`config.mk`:
```
export PLATFORM = sky130hd
export DESIGN_NAME = instr_fetch_unit
export DESIGN_NICKNAME = d
export VERILOG_FILES = /design/src/rtl/instr_fetch_unit.sv
export SDC_FILE = /design/constraint.sdc
export NUM_CORES = 1
export LEC_CHECK = 0
export ABC_AREA = 1
export BUFFER_PORTS_ARGS = -buffer_cell sky130_fd_sc_hd__buf_2
export CORE_MARGIN = 3
export CORE_UTILIZATION = 40
export CTS_BUF_LIST = sky130_fd_sc_hd__clkbuf_16
export DETAILED_ROUTE_END_ITERATION = 10
export GPL_TIMING_DRIVEN = 0
export PLACE_DENSITY = 0.68
export SKIP_LAST_GASP = 1
export SYNTH_ARGS = -nofsm -noshare
export SYNTH_HDL_FRONTEND = slang
export SYNTH_SLANG_ARGS = --single-unit
```
`constraint.sdc`:
```
create_clock -name clk -period 1.95 [get_ports clk]
set_input_delay 0.2925 -clock clk [delete_from_list [all_inputs] [get_ports clk]]
set_output_delay 0.2925 -clock clk [all_outputs]
set_load 0.02 [all_outputs]
```
`src/rtl/instr_fetch_unit.sv`:
```
// Instruction fetch unit: owns the PC, issues one imem request at a time and
// hands each fetched word to decode over a valid/ready handshake.
module instr_fetch_unit #(
    parameter int unsigned     XLEN     = 32,
    parameter logic [XLEN-1:0] RESET_PC = 32'h0000_0000
) (
    input  logic            clk,
    input  logic            rst,
    input  logic            redirect_valid,
    input  logic [XLEN-1:0] redirect_pc,
    output logic            imem_req_valid,
    input  logic            imem_req_ready,
    output logic [XLEN-1:0] imem_req_addr,
    input  logic            imem_rsp_valid,
    input  logic [XLEN-1:0] imem_rsp_data,
    output logic            if_valid,
    input  logic            if_ready,
    output logic [XLEN-1:0] if_pc,
    output logic [XLEN-1:0] if_instr,
    output logic [XLEN-1:0] if_pcp4
);

    localparam logic [XLEN-1:0] ALIGN_MASK = 'h3;
    localparam logic [XLEN-1:0] PC_STEP    = 'h4;

    typedef enum logic [1:0] {
        ST_IDLE,
        ST_REQ,
        ST_WAIT,
        ST_OUT
    } state_e;

    state_e          state_q, state_d;
    logic [XLEN-1:0] pc_q, pc_d;
    logic [XLEN-1:0] req_pc_q, req_pc_d;
    logic            kill_q, kill_d;
    logic [XLEN-1:0] if_pc_q, if_pc_d;
    logic [XLEN-1:0] if_instr_q, if_instr_d;
    logic [XLEN-1:0] if_pcp4_q, if_pcp4_d;
    logic [XLEN-1:0] redirect_aligned;

    assign redirect_aligned = redirect_pc & ~ALIGN_MASK;

    always_comb begin
        // NOTE: every signal gets a default first so no path can infer a latch.
        state_d        = state_q;
        pc_d           = pc_q;
        req_pc_d       = req_pc_q;
        kill_d         = kill_q;
        if_pc_d        = if_pc_q;
        if_instr_d     = if_instr_q;
        if_pcp4_d      = if_pcp4_q;
        imem_req_valid = 1'b0;
        if_valid       = 1'b0;

        case (state_q)
            ST_IDLE: begin
                if (redirect_valid) pc_d = redirect_aligned;
                state_d = ST_REQ;
            end
            ST_REQ: begin
                imem_req_valid = !redirect_valid;
                if (redirect_valid) begin
                    pc_d = redirect_aligned;
                end else if (imem_req_ready) begin
                    req_pc_d = pc_q;
                    kill_d   = 1'b0;
                    state_d  = ST_WAIT;
                end
            end
            ST_WAIT: begin
                if (redirect_valid) pc_d = redirect_aligned;
                // A response to a request made before a redirect is wrong-path.
                if (imem_rsp_valid) begin
                    if (kill_q || redirect_valid) begin
                        kill_d  = 1'b0;
                        state_d = ST_REQ;
                    end else begin
                        if_instr_d = imem_rsp_data;
                        if_pc_d    = req_pc_q;
                        if_pcp4_d  = req_pc_q + PC_STEP;
                        pc_d       = req_pc_q + PC_STEP;
                        state_d    = ST_OUT;
                    end
                end else if (redirect_valid) begin
                    kill_d = 1'b1;
                end
            end
            ST_OUT: begin
                if_valid = 1'b1;
                if (redirect_valid) begin
                    pc_d    = redirect_aligned;
                    state_d = ST_REQ;
                end else if (if_ready) begin
                    state_d = ST_REQ;
                end
            end
            default: state_d = ST_IDLE;
        endcase
    end

    // NOTE: state registers use non-blocking assignments so all update together at the edge.
    always_ff @(posedge clk) begin
        if (rst) begin
            state_q    <= ST_IDLE;
            pc_q       <= RESET_PC;
            req_pc_q   <= '0;
            kill_q     <= 1'b0;
            if_pc_q    <= '0;
            if_instr_q <= '0;
            if_pcp4_q  <= '0;
        end else begin
            state_q    <= state_d;
            pc_q       <= pc_d;
            req_pc_q   <= req_pc_d;
            kill_q     <= kill_d;
            if_pc_q    <= if_pc_d;
            if_instr_q <= if_instr_d;
            if_pcp4_q  <= if_pcp4_d;
        end
    end

    assign imem_req_addr = pc_q & ~ALIGN_MASK;
    assign if_pc         = if_pc_q;
    assign if_instr      = if_instr_q;
    assign if_pcp4       = if_pcp4_q;

endmodule

```
==> impl_metrics.toml <==
[sta]
tightestPinTransition_ns = 0.619
final_critical_path_setup_slack_ns = 0.0868
max_slew_margin_pct = 58.7
pins_over_slew_limit = 0
setup_viol = 0
hold_slack_ns = 0.0992
min_period_over_period_pct = 95.5
layout_min_cycle_time_ns = 1.86
finClkSkew_ns = 0.0102
rsz0062_at_grt = "false"
setup_total_negative_slack_ns = 0
hold_violations = 0
clock.fmax_mhz = 537

[setup_path]
cp-end-kind = "flip-flop"
timing.critical_path.to = "req_pc_q[23]"
regToRegEndpoint = "req_pc_q[23]"
worst_setup_path_start_kind = "flip-flop"
critPathKind = "reg2reg"
critical-path-top-cell-by-count = "sky130_fd_sc_hd__inv_1"
worst_ep_required_time_ns = 2.26
cp_slowest_stage_delay_ns = 0.37
r2r_slack_ns = 0.09
worst-endpoint-arrival_ns = 2.18
crit_fanout = 10
crit_path_cell_trace = "inv_1 -> ha_1 -> inv_1 -> nor2_8 -> nand2_1 -> buf_2 -> clkbuf_4 -> a21oi_1"
timing.critical_path.from = "state_q[1]"
ff2ff_path_depth = 8
crit_slowest_cell = "sky130_fd_sc_hd__dfxtp_1"
critical_path.reg2reg.startpoint = "state_q[1]"

[synthesis]
synthArstFlopShare_pct = 0
ys_dominant_reg_cell = "sky130_fd_sc_hd__dfxtp_1"
synth_seq_area_share_pct = 44.3
synth.most_common_cell = "sky130_fd_sc_hd__nand2_1"
syn_inst = 1007
synthDominantAreaCellType = "sky130_fd_sc_hd__dfxtp_1"
synth_top_cells_by_count = "sky130_fd_sc_hd__nand2_1, sky130_fd_sc_hd__dfxtp_1, sky130_fd_sc_hd__a21oi_1, sky130_fd_sc_hd__inv_1, sky130_fd_sc_hd__nand3_1"
mappedNetlistArea_um2 = 7270
synthDominantCellAreaShare_pct = 44.3
post_synthesis_register_bit_count = 161
synth_top_cells_by_area = "sky130_fd_sc_hd__dfxtp_1, sky130_fd_sc_hd__nand2_1, sky130_fd_sc_hd__a21oi_1"
synth-edff-count = 0
yosys.cell_types.count = 29
synth-warning-count = 0
synth_area_per_cell_um2 = 7.22

[power_and_ir_drop]
totalPowerFinal_mw = 8.20
powerDensity_nw_per_um2 = 903
ir_drop_mv = 0.566
p_leak_nw = 4.21

[routing]
antenna_violating_nets_post_route = 0
drtIter0Drc = 563
remaining_drc_errors = 0
wire_length_per_cell_after_detailed_routing_um = 16.3
vias_per_cell = 5.01
postRouteWirelength_um = 23800
drtPass1Iterations = 5
routed-via-count = 7293

[cts]
largest_buffer_count_on_any_clock_path = 2
cts_buffers = 17
cts.clk_slew.worst_paths_ns = 0.07
tritoncts_num_sinks = 161
clk_latency_ns = 0.43
cts_root_buf = "sky130_fd_sc_hd__clkbuf_16"
htreeDepth = 4
tritoncts_clock_tree = "done"

[grt]
all_layer_gr_usage_pct = 23.8
globalRouteOverflowTotal = 0
first_global_vias = 7003
maximum_number_of_pins_on_one_net_before_global_route_repair = 17
grt_antenna_before_repair = 0
grt_first_pass_wirelength_um = 37200

[place]
place.detailed.hpwl_um = 18200
port_buffers = 192
dp_slack_ns = -0.0527
place_congestion = 0.954

[layout]
seqCellArea_um2 = 3230
fill_cells = 1776
multi_input_comb_area_um2 = 3140
flow.area_growth_from_synthesis_pct = 24.9
num-nets-final = 1294
post_route_cells_drive_above_1_share_pct = 25.5
insertedDiodeCount = 0

[die]
die_h_um = 141
floorplan.core_area_um2 = 17500
floorplan.io_pins = 200
effective_utilization_at_floorplan_pct = 41.5
floorplan.rows = 48
die-area_um2 = 19800
die_w_um = 141

[min_path]
min_delay_path_class = "in2reg"

[status]
run_status = "complete, no violations"

[run]
maxCapViolCount = 0
## worst min path at each step
stage                          start          end  slack [ns]  cells after the start
finish              imem_rsp_data[5]  if_instr[5]         0.1                      3
global route        imem_rsp_data[8]  if_instr[8]        0.11                      3
CTS                 imem_rsp_data[5]  if_instr[5]        0.09                      3
detailed placement          if_pc[6]     if_pc[6]        0.45                      2
global placement         if_instr[0]  if_instr[0]        0.45                      2
floorplan           imem_rsp_data[0]  if_instr[0]        0.44                      2
## layout by cell type, fill, tap and decap left out, types with 3 or more instances in the layout
cell type,n
sky130_fd_sc_hd__a21oi_1,114
sky130_fd_sc_hd__nand4_1,3
sky130_fd_sc_hd__nor2_2,9
sky130_fd_sc_hd__clkbuf_1,20
sky130_fd_sc_hd__nand2_1,279
sky130_fd_sc_hd__inv_6,3
sky130_fd_sc_hd__inv_1,92
sky130_fd_sc_hd__clkinvlp_4,5
sky130_fd_sc_hd__o21ai_0,71
sky130_fd_sc_hd__a31oi_1,19
sky130_fd_sc_hd__clkbuf_16,17
sky130_fd_sc_hd__buf_4,39
sky130_fd_sc_hd__buf_2,214
sky130_fd_sc_hd__o21a_1,21
sky130_fd_sc_hd__nand3_1,76
sky130_fd_sc_hd__ha_1,4
sky130_fd_sc_hd__nor2_1,43
sky130_fd_sc_hd__dfxtp_1,159
sky130_fd_sc_hd__buf_6,7
sky130_fd_sc_hd__xor2_1,5
## per-layer routing
metal	GRT usage, %	wire length, µm	up-vias
li1	-	-	3643
met1	31.4	10500	3366
met2	37.9	10800	251
met3	6.34	1880	33
met4	7.85	528	0
met5	0	0	-
## sequential cells by signal (all words and copies together) (netlist names)
name      flops
if_pcp4      30
if_pc        32
pc_q         32
if_instr     32
kill_q        1
state_q       2
req_pc_q     32
## cell type report
class | count | area share [%]
Buffer | 92 | 6.41
Clock buffer | 17 | 4.69
Clock inverter | 14 | 1.31
Inverter | 92 | 3.80
Multi-Input combinational cell | 663 | 34.6
Sequential cell | 161 | 35.5
Tap cell | 225 | 3.10
Timing Repair Buffer | 192 | 10.6
## where the power goes
part	total, mW	internal (mW)	switching, mW
clock network	3.17	1.74	1.43
logic	1.35	0.498	0.853
registers	3.68	3.51	0.170
total	8.20	5.75	2.45
## repair_timing
item | 4_1_cts | 5_1_grt
gates resized for setup | 1 | 9
hold buffers | 0 | 0
setup buffers | 0 | 0
endpoints found under the setup margin | 6 | 30
## through the flow
stage               instance area (µm²)  instances  util [%]
global route                       9080       1456      51.8
floorplan                          7270       1008         -
finish                             9080       1456      51.8
global placement                   8520       1425      48.6
CTS                                9070       1456      51.7
detailed placement                 8520       1425      48.6
## worst max-delay path: cells and delay by family, from the launching register on
kind	cells	cell delay [ns]
AO/OA/AOI/OAI	1	0.09
adder cells (fa/ha/maj)	1	0.19
buffers and inverters	4	0.85
flip-flops	1	0.37
AND/OR/NAND/NOR	2	0.24
## kinds of logic after synthesis
logic type	synth area share (%)
simple gates	24.2
compound gates	17.1
buf+inv	12.6
flops	44.3
xor+xnor	0.843
fa+ha+maj	0.860
other cells	0.0516
Note: power is estimated with default switching activity, not from simulation.
